## src/rtl/sar_ctrl_param.sv

```systemverilog
// sar_ctrl_param -- successive-approximation ADC sequencer.
// Walks the DAC trial code from MSB to LSB: sample, strobe the comparator,
// wait for its decision, wait for it to precharge again, next bit.
// Optional build macro SAR_TIMEOUT_EN adds a TMO_CYC-cycle watchdog on the
// decision and precharge waits together with a sticky err flag.
// Without it the waits are unbounded and err is tied low.
//
//   state    | meaning
//   ---------+------------------------------------------------------------
//   IDLE     | no conversion; comparator precharged; waits for start
//   SAMPLE   | input sampling for SAMPLE_CYC cycles, trial code cleared
//   STROBE   | trial bit clc[i] set, comparator clocked (one cycle)
//   WAIT_DEC | comparator clocked, waiting for a valid decision
//   RECOVER  | comparator precharging, waiting for outp=outn=1
//   DONE     | result latched into dout, one-cycle done pulse

module sar_ctrl_param #(
  parameter int NBITS      = 10,
  parameter int SAMPLE_CYC = 4,
  parameter int TMO_CYC    = 15
) (
  input  logic             clk,
  input  logic             rst,
  input  logic             start,
  input  logic             outp,
  input  logic             outn,
  output logic             comp_clk,
  output logic             creset,
  output logic [NBITS-1:0] clc,
  output logic [NBITS-1:0] dout,
  output logic             busy,
  output logic             done,
  output logic             err
);

  localparam logic [2:0] ST_IDLE     = 3'd0;
  localparam logic [2:0] ST_SAMPLE   = 3'd1;
  localparam logic [2:0] ST_STROBE   = 3'd2;
  localparam logic [2:0] ST_WAIT_DEC = 3'd3;
  localparam logic [2:0] ST_RECOVER  = 3'd4;
  localparam logic [2:0] ST_DONE     = 3'd5;

  localparam int IW = (NBITS > 2) ? $clog2(NBITS) : 1;

  localparam logic [IW-1:0] IDX_MSB     = IW'(NBITS - 1);
  localparam logic [7:0]    SAMPLE_LOAD = 8'(SAMPLE_CYC - 1);

  // Reject parameter sets outside the supported ranges at elaboration.
  if (NBITS < 2 || NBITS > 16 || SAMPLE_CYC < 1 || SAMPLE_CYC > 255 ||
      TMO_CYC < 1 || TMO_CYC > 255) begin : g_param_check
    $error("sar_ctrl_param: parameter out of legal range");
  end

  logic [2:0]    state;
  logic [IW-1:0] bit_idx;
  logic [IW-1:0] next_idx;
  logic [7:0]    samp_cnt;

  logic dec_valid;
  logic dec_bit;
  logic precharged;
  logic wait_to;
  logic rec_to;

  // Comparator decode: 10 -> one, 01 -> zero, 11 -> precharged, 00 -> nothing.
  assign dec_valid  = outp ^ outn;
  assign dec_bit    = outp;
  assign precharged = outp & outn;
  assign next_idx   = bit_idx - 1'b1;

`ifdef SAR_TIMEOUT_EN
  localparam logic [7:0] TMO_LOAD = 8'(TMO_CYC - 1);

  logic [7:0] tmo_cnt;
  logic       tmo_zero;
  logic       err_q;

  assign tmo_zero = (tmo_cnt == 8'd0);
  assign wait_to  = (state == ST_WAIT_DEC) && !dec_valid  && tmo_zero;
  assign rec_to   = (state == ST_RECOVER)  && !precharged && tmo_zero;
  assign err      = err_q;

  // Watchdog down-counter, reloaded on entry to WAIT_DEC and RECOVER; err is sticky.
  always_ff @(posedge clk) begin
    if (rst) begin
      tmo_cnt <= 8'd0;
      err_q   <= 1'b0;
    end else begin
      if (state == ST_STROBE ||
          (state == ST_WAIT_DEC && (dec_valid || wait_to))) begin
        tmo_cnt <= TMO_LOAD;
      end else if ((state == ST_WAIT_DEC || state == ST_RECOVER) && !tmo_zero) begin
        tmo_cnt <= tmo_cnt - 1'b1;
      end
      if (wait_to || rec_to) begin
        err_q <= 1'b1;
      end
    end
  end
`else
  assign wait_to = 1'b0;
  assign rec_to  = 1'b0;
  assign err     = 1'b0;
`endif

  // Conversion sequencer: state, bit index, trial code and result register.
  always_ff @(posedge clk) begin
    if (rst) begin
      state    <= ST_IDLE;
      bit_idx  <= IDX_MSB;
      samp_cnt <= 8'd0;
      clc      <= '0;
      dout     <= '0;
    end else begin
      case (state)
        ST_IDLE: begin
          if (start) begin
            state    <= ST_SAMPLE;
            clc      <= '0;
            bit_idx  <= IDX_MSB;
            samp_cnt <= SAMPLE_LOAD;
          end
        end
        ST_SAMPLE: begin
          if (samp_cnt == 8'd0) begin
            state        <= ST_STROBE;
            clc[bit_idx] <= 1'b1;
          end else begin
            samp_cnt <= samp_cnt - 1'b1;
          end
        end
        ST_STROBE: begin
          state <= ST_WAIT_DEC;
        end
        ST_WAIT_DEC: begin
          if (dec_valid) begin
            clc[bit_idx] <= dec_bit;
            state        <= ST_RECOVER;
          end else if (wait_to) begin
            clc[bit_idx] <= 1'b0;
            state        <= ST_RECOVER;
          end
        end
        ST_RECOVER: begin
          if (precharged || rec_to) begin
            if (bit_idx != '0) begin
              bit_idx       <= next_idx;
              clc[next_idx] <= 1'b1;
              state         <= ST_STROBE;
            end else begin
              // clc is final here, so dout is valid in the same cycle as done.
              dout  <= clc;
              state <= ST_DONE;
            end
          end
        end
        ST_DONE: begin
          state <= ST_IDLE;
        end
        default: begin
          state <= ST_IDLE;
        end
      endcase
    end
  end

  // Status and comparator controls decoded from the state register.
  always_comb begin
    busy     = (state != ST_IDLE);
    done     = (state == ST_DONE);
    comp_clk = (state == ST_STROBE) || (state == ST_WAIT_DEC);
    creset   = !((state == ST_STROBE) || (state == ST_WAIT_DEC));
  end

endmodule

```

## config.mk

```make
export PLATFORM = sky130hd
export DESIGN_NAME = sar_ctrl_param
export DESIGN_NICKNAME = d
export VERILOG_FILES = /design/src/rtl/sar_ctrl_param.sv
export SDC_FILE = /design/constraint.sdc
export NUM_CORES = 1
export LEC_CHECK = 0
export CAP_MARGIN = 30
export CELL_PAD_IN_SITES_DETAIL_PLACEMENT = 0
export CELL_PAD_IN_SITES_GLOBAL_PLACEMENT = 1
export CORE_MARGIN = 2
export CORE_UTILIZATION = 44
export CTS_CLUSTER_SIZE = 25
export DETAILED_ROUTE_END_ITERATION = 7
export HOLD_SLACK_MARGIN = 0.06
export PLACE_DENSITY_LB_ADDON = 0.1
export SYNTH_ARGS = -nofsm -noshare
export SYNTH_HDL_FRONTEND = slang
export SYNTH_SLANG_ARGS = --single-unit
export TNS_END_PERCENT = 10
```

## constraint.sdc

```tcl
create_clock -name clk -period 3.5 [get_ports clk]
set_input_delay 0.875 -clock clk [delete_from_list [all_inputs] [get_ports clk]]
set_output_delay 0.875 -clock clk [all_outputs]
set_load 0.05 [all_outputs]
```

==> Yosys cells after proc, flatten, opt, wreduce, memory -nomap -nowiden <==
Index checks and enable logic that the tools add are counted.
{ "totals": {"regBits": 35, "elab_cells": 67} }
{ "op_classes": {"n_addsub": 2, "magnitude_cmp": 4, "eq_ne": 11, "n_mux": 24, "bitwise_logic": 5, "n_reduce_logical": 16} }
{ "ops": {"columns": ["operator", "n"], "rows": [
  ["$mux 10", 5],
  ["$pmux 10 s4", 1],
  ["$or 10x10->10", 2],
  ["$mux 8", 2],
  ["$pmux 8 s2", 1],
  ["$mux 3", 5],
  ["$pmux 3 s5", 1],
  ["$mux 4", 3],
  ["$ne 2x2->1 const B", 6],
  ["$bwmux 10", 1],
  ["$lt 4x5->1 const B", 2],
  ["$demux 1 s4", 2],
  ["$ge 4x1->1 const B", 2],
  ["$logic_not 8->1", 1],
  ["$pmux 4 s2", 1],
  ["$reduce_and 4->1", 2],
  ["$reduce_bool 4->1", 2],
  ["$sub 8x1->8 const B", 1],
  ["$eq 3x2->1 const B", 2],
  ["$eq 3x3->1 const B", 2],
  ["$reduce_and 3->1", 2],
  ["$reduce_and 6->1", 1],
  ["$reduce_bool 2->1", 2],
  ["$sub 4x1->4 const B", 1],
  ["10 further kinds", 12]
]} }

==> Longest topological paths before layout <==
Gate-level depths: netlist of the first run.
{ "depth": {"ltp_word": 9, "ltp_mapped": 8} }

==> Least setup slack after synthesis of the first run <==
OpenSTA, ideal clock, no wires.
{ "synth_path": {"path_type": "register to output", "start": "reg state[1]", "end": "out creset", "t_arrival_ns": 1.805, "required_ns": 2.625, "setup_slack_ns": 0.820, "stages_incl_launch_ff": 4, "path_buffers": 1, "path_cell_list": "dfxtp_1 -> buf_2 -> nor2b_1 -> inv_1"} }
{ "synth_via": {"elab_chain_cells": 3} }
{ "synth_rtl": {"columns": ["element", "line", "text"], "rows": [
  ["from (decl)", "54", "logic [2:0] state;"],
  ["from (signal assigned)", "109", "state <= ST_IDLE;"],
  ["from (signal assigned)", "118", "state <= ST_SAMPLE;"],
  ["from (signal assigned)", "126", "state <= ST_STROBE;"],
  ["$eq 3x2->1", null, null],
  ["$logic_or 1x1->1 (*)", null, null],
  ["named net comp_clk", "27", "output logic comp_clk,"],
  ["$logic_not 1->1 (*)", "172", "creset = !((state == ST_STROBE) || (state == ST_WAIT_DEC));"],
  ["to (decl)", "28", "output logic creset,"]
]} }
Mark *: on every way through the listed nets, which the timed path passes. The rest lies on a longest branch.

==> Final worst setup path of the first run <==
{ "layout_path": {"start": "reg state[1]", "end": "out comp_clk"} }
{ "layout_via": {"elab_chain_cells": 2} }
{ "layout_rtl": {"columns": ["element", "line", "text"], "rows": [
  ["$eq 3x2->1", "171", "comp_clk = (state == ST_STROBE) || (state == ST_WAIT_DEC);"],
  ["$logic_or 1x1->1 (*)", "171", null],
  ["to (decl)", "27", null]
]} }
Mark *: on every way between the ends. The rest lies on a longest branch, timed or not.

==> results of run 1 <==
[worst min-delay path by stage]
| stage | slack (ns) | to | cells after the start | startpoint |
|---|---|---|---|---|
| final | 0.47 | dout[0] | 2 | dout[0] |
| after detailed placement | 0.46 | dout[8] | 2 | dout[8] |
| after floorplan | 0.47 | samp_cnt[0] | 1 | samp_cnt[0] |
| after global placement | 0.45 | dout[0] | 2 | dout[0] |
| after global routing | 0.49 | dout[8] | 2 | dout[8] |
| after CTS | 0.47 | dout[8] | 2 | dout[8] |
[worst max-delay path, delay by kind of cell, from the launching register on]
kind	cells	cell delay (ns)
DFF	1	0.60
buffers and inverters	1	0.82
and+or+nand+nor	1	0.23
[logic make-up after synthesis]
logic type / share of synthesized area [%]
compound gates: 18.6
flops: 31.6
simple gates: 28.4
buf+inv: 5.88
other cells: 0.169
fa+ha+maj: 3.95
mux: 8.59
xor+xnor: 2.77
[cells in the mapped netlist (2+ instances only)]
cell type  instances  area share (%)
nor2_1            47             8.0
dfxtp_1           35              32
mux2i_1           19             8.6
o21ai_0           14             3.2
a21oi_1           12             2.7
clkbuf_1          12             2.0
inv_1             10             1.7
nor3_1            10             2.3
nand2_1            8             1.4
nand3b_1           8             2.7
ha_1               7             4.0
nand3_1            7             1.6
a211oi_1           6             2.0
buf_2              5             1.1
nor3b_1            5             1.7
o21a_1             5             1.7
a311oi_1           4             1.6
nand2b_1           4             1.1
nor2b_1            4             1.1
o211ai_1           4             1.4
or3_1              4             1.1
xor2_1             4             1.6
buf_4              3             1.0
or2_2              3            0.85
xnor2_1            3             1.2
a31oi_1            2            0.56
and2_1             2            0.56
nor4bb_1           2            0.90
o21bai_1           2            0.68
or3b_2             2            0.79
[state kept, by name, indices dropped and copies added (netlist names)]
signal	cells
samp_cnt	8
clc	10
dout	10
bit_idx	4
state	3
[area by class of cell]
| type | count | share of cell area, % |
|---|---|---|
| clock buffers | 6 | 2.80 |
| clock inverters | 2 | 0.482 |
| inverters | 10 | 1.45 |
| multi-input cells | 208 | 53.4 |
| flip-flops and latches | 35 | 27.0 |
| well taps | 67 | 3.23 |
| repair buffers | 31 | 11.7 |
[power groups by stage]
stage	registers (mW)	logic [mW]	clock network, mW
floorplan	0.775	0.696	0
global placement	0.660	1.05	0
detailed placement	0.662	1.06	0
CTS	0.653	1.06	0.296
global route	0.673	1.16	0.307
finish	0.652	1.05	0.285
[metrics by stage]
stage	power (mW)	instances	worst slack (ns)	hold slack [ns]
3_3_place_gp	1.71	351	0.585	0.449
6_report	1.99	359	0.686	0.467
2_1_floorplan	1.47	273	0.820	0.467
4_1_cts	2.01	359	0.667	0.469
3_5_place_dp	1.72	351	0.495	0.459
5_1_grt	2.14	359	0.549	0.488
[routing by layer]
metal  global-route usage, %  vias to the layer above  routed length, um
li1                        -                      998                  -
met2                    32.8                       36               2550
met3                    4.15                        6                208
met5                       0                        -                  0
met1                    26.9                      909               2370
met4                    5.95                        0                 53
==> metrics.md, run 1 <==
| Metric | Value |
|---|---|
| Status | `finished clean` |
| Clock insertion delay at the later pin of the skew report | `0.28 ns` |
| Number of flops mapped to enable cells by yosys | `0` |
| CTS max path bufs | `2` |
| Achievable Freq | `355 MHz` |
| TritonCTS clock tree | `yes` |
| Worst-path clk slew | `0.07 ns` |
| Final Max Tran Viols | `0` |
| Synth warn | `0` |
| Die Area | `5620 um2` |
| Combinational share of power | `a little over half` |
| Pwr Density | `around 770 nW/um2` |
| Post-synth ARST share | `0%` |
| Number of global-route vias before repair | `1784` |
| Routability cong. | `0.797` |
| Yosys reg bits | `35` |
| Worst Setup Start Kind | `flip-flop` |
| DP HPWL | `3520 um` |
| # port buffers | `28` |
| CP startpoint | `state[1]` |
| Routed WL per cell | `14.4 um` |
| Crit path capture | `comp_clk` |
| Total CTS buffers | `5` |
| Slowest CP cell | `clkdlybuf4s50_1` |
| Setup TNS | `0 ns` |
| Global route overflow | `0` |
| Core area | `approximately 4800 um2` |
| DR iter-0 viols | `94` |
| Hold WC Path Type | `reg2reg` |
| Vias | `1949` |
| GRT Util Overall | `20.1%` |
| Antenna Cells | `0` |
| Kind of critical path | `reg2out` |
| Synthesized net count | `285` |
| DR pass1 iterations | `4` |
| Most frequent cells in the layout | `nor2_1 (47), dfxtp_1 (35), clkdlybuf4s50_1 (28), mux2i_1 (19), o21ai_0 (14)` |
| Postcts setup bufs | `0` |
| Commonest non-fill, non-tap cell in the layout | `nor2_1` |
| Hold buffers post-CTS | `0` |
| Reg-to-reg critical path startpoint | `bit_idx[0]` |
| Largest net degree at the start of global routing | `23` |
| Avg Cell Area, Syn | `8.11 um2` |
| Clk root buf | `clkbuf_8` |
| Clock power share | `approximately 14%` |
| Initial antenna violation count | `0` |
| Worst Skew | `0.00207 ns` |
| Layout Utilization | `54.2%` |
| Clock Sinks | `35` |
| Share of cells above drive strength 1 | `7.88%` |
| Placement Cell Area | `2510 um2` |
| FF-to-FF path depth | `7` |
| Crit path DAT | `approximately 1.9 ns` |
| Die H | `74.9 um` |
| Switching Share | `46.5%` |
| Most common flop cell mapped by yosys | `dfxtp_1` |
| Psw | `926 uW` |
| Worst-path maximum fanout | `13` |
| Worst slew margin | `42.3%` |
| Post-Syn Area | `2210 um2` |
| Crit. End Element | `output port` |
| Distinct cell type count after synthesis | `50` |
| DR DRC count | `0` |
| RSZ-0062 raised after global routing | `no` |
| Tcrit/Tclk final | `80.4%` |
| Sequential Area | `around 700 um2` |
| Cts repair resizes | `0` |
| Slowest Stage Delay on Critical Path | `0.82 ns` |
| Post-Route WL | `5180 um` |
| Final #Nets | `around 300` |
| Register area share after synthesis | `about a third` |
| Row cnt | `25` |
| Area Overhead vs Synth | `17.1%` |
| Die X | `74.9 um` |
| Max cap viols | `0` |
| R2R setup slack | `1.13 ns` |
| Initial core utilization | `46.3%` |
| Final Cell Area | `2590 um2` |
| Worst vdd ir | `between 0.0003 and 0.0004 V` |
| Worst Max-Slew Pin Slew | `0.865 ns` |
| Fill count | `471` |
| Hold Vio Cnt, Final | `0` |
| Area taken by multi-input logic gates | `roughly 1400 um2` |
| First-pass GRT wire length | `8680 um` |
| Req. time, crit path | `2.62 ns` |
| Vias/cell | `5.43` |
| IO Pins | `30` |
| Cell count after synthesis | `around 270` |
| Final setup viols | `0` |
| ANT nets after route | `0` |
| Part of the power in registers | `between 30 and 40%` |
| Critical R2R Capture | `dout[1]` |
| Period minus WS final | `2.81 ns` |
| H-tree depth | `2` |
| Static Leakage | `0.999 nW` |
| Critical-path cell list | `nor2b_1 -> clkdlybuf4s50_1` |
| Cell-internal power | `1.07 mW` |
Note: power is estimated with default switching activity, not from simulation.
==> inputs of run 2 (changes only) <==
- CORE_UTILIZATION: 44 -> 37
- clock period: 3.5 -> 2.3 ns (I/O delays scaled with it)
==> run 2 against run 1 <==
Effect of this change:
- count of clock-buffer cells in the layout unchanged
- design area increased by 5.2%
- cell count rose by 7.0%
- combinational power rose by 65%
- non-clock buffer count grew 17
- routed wire length is 7.9% higher
- via count up 3.0%
- first-iteration DRC count shrank 51%
- sequential share of layout area shrank 1.3 points
- worst hold slack improved by 0.00085 ns
- critical path type is now in2reg
==> metrics.md, run 2 (synthesis gave the netlist of run 1 again) <==
| Metric | Value |
|---|---|
| Max cap viols | `0` |
| Achievable Freq | `about 470 MHz` |
| Routed WL per cell | `between 10 and 15 um` |
| Pwr Total | `3.17 mW` |
| Final Max Tran Viols | `0` |
| DR DRC count | `0` |
| Req. time, crit path | `~2.5 ns` |
| Total CTS buffers | `5` |
| Die Area | `6620 um2` |
| Global route overflow | `0` |
| Most frequent cells in the layout | `nor2_1 (47), dfxtp_1 (35), clkdlybuf4s50_1 (24), buf_4 (23), mux2i_1 (19)` |
| Die X | `81.4 um` |
| Worst Setup Start Kind | `input port` |
| Hold Vio Cnt, Final | `0` |
| Die H | `~81 um` |
| Final Instance Count excl. Fillers | `between 300 and 400` |
| Worst Skew | `roughly 0.013 ns` |
| Dpl cells | `376` |
| RSZ-0062 raised after global routing | `no` |
| Row cnt | `28` |
| Final #Nets | `320` |
| Crit path DAT | `2.30 ns` |
| Clk root buf | `clkbuf_8` |
| Pre-CTS WS | `-0.169 ns` |
| Period minus WS final | `2.13 ns` |
| Vias/cell | `5.23` |
| H-tree depth | `2` |
| Fill count | `about 600` |
| Number of global-route vias before repair | `1948` |
| Worst-path clk slew | `approximately 0.070 ns` |
| Crit. End Element | `flip-flop` |
| Worst Max-Slew Pin Slew | `0.525 ns` |
| Antenna Cells | `0` |
| Commonest non-fill, non-tap cell in the layout | `nor2_1` |
| DR pass1 iterations | `4` |
| Hold WC Path Type | `reg2reg` |
| Share of cells above drive strength 1 | `14.6%` |
| Initial antenna violation count | `0` |
| Core area | `5850 um2` |
| DR iter-0 viols | `46` |
| Postcts setup bufs | `0` |
| Area Overhead vs Synth | `23.2%` |
| Initial core utilization | `37.9%` |
| Tcrit/Tclk final | `approximately 90%` |
| Pwr Density | `1160 nW/um2` |
| Cts repair resizes | `0` |
| TritonCTS clock tree | `yes` |
| DP HPWL | `4000 um` |
| Worst slew margin | `64.9%` |
| Post-Route WL | `between 5000 and 6000 um` |
| PnR worst setup slack | `0.174 ns` |
| GRT Util Overall | `18.5%` |
| Clock Sinks | `35` |
| Static Leakage | `1.09 nW` |
| Final setup viols | `0` |
| First-pass GRT wire length | `9470 um` |
| Hold Worst Slack | `approximately 0.47 ns` |
| Routability cong. | `0.797` |
| CTS max path bufs | `2` |
| Worst vdd ir | `approximately 0.00055 V` |
| Clock insertion delay at the later pin of the skew report | `between 0.2 and 0.3 ns` |
| Kind of critical path | `in2reg` |
| Worst-path maximum fanout | `19` |
| IO Pins | `30` |
| Status | `finished clean` |
| # port buffers | `28` |
| ANT nets after route | `0` |
| Hold buffers post-CTS | `0` |
| Vias | `2007` |
| Largest net degree at the start of global routing | `20` |
| Largest regs | `clc (10), dout (10), samp_cnt (8)` |
[run 2: path summary, 6_finish.rpt]
kind,from,end,slack [ns],depth (start not counted)
worst max register to register,bit_idx[0],clc[0],0.21,7
worst min-delay path,dout[8],dout[8],0.47,2
worst max-delay path,outp,clc[1],0.17,8
worst min register to register,dout[8],dout[8],0.47,2
[run 2: cell type report]
class	count	area, um2	area share [%]
multi-input cells	208	1390	50.8
flip-flops and latches	35	701	25.7
clock buffers	6	72.6	2.66
clock inverters	2	12.5	0.459
inverters	10	37.5	1.38
well taps	75	93.8	3.44
repair buffers	48	424	15.6
[run 2: metal layers]
| layer | up-vias | global-route usage, % | share of wire (%) |
|---|---|---|---|
| met3 | 11 | 3.89 | 2.5 |
| met5 | - | 0 | 0 |
| met1 | 939 | 23.1 | 47 |
| met4 | 0 | 5.59 | 1.8 |
| met2 | 25 | 32.0 | 49 |
| li1 | 1032 | - | - |
[run 2: worst max-delay path, cell delays in order]
cell	delay [ns]
clkdlybuf4s50_1	0.48
ha_1	0.17
mux2i_1	0.09
o2bb2ai_1	0.18
nor4b_2	0.26
buf_6	0.22
nor4bb_1	0.24
nor3_1	0.08
[run 2: stage by stage]
| step | setup TNS (ns) | utilization (%) | cell area (um2) |
|---|---|---|---|
| 2_1_floorplan | 0 | - | 2220 |
| 3_3_place_gp | -0.704 | 45.1 | 2640 |
| 3_5_place_dp | -1.21 | 45.1 | 2640 |
| 4_1_cts | 0 | 46.6 | 2720 |
| 5_1_grt | 0 | 46.6 | 2730 |
| 6_report | 0 | 46.6 | 2730 |
[run 2: power breakdown]
| group | total, mW | switching (mW) | internal, mW |
|---|---|---|---|
| Sequential | 0.988 | 0.220 | 0.767 |
| Clock | 0.452 | 0.240 | 0.212 |
| Combinational | 1.73 | 0.995 | 0.736 |
==> inputs of run 3 (changes only) <==
- HOLD_SLACK_MARGIN: 0.06 -> unset
- SLEW_MARGIN: unset -> 0
==> results of run 3 <==
The final DEF is identical to that of run 2; final timing and power are the same.
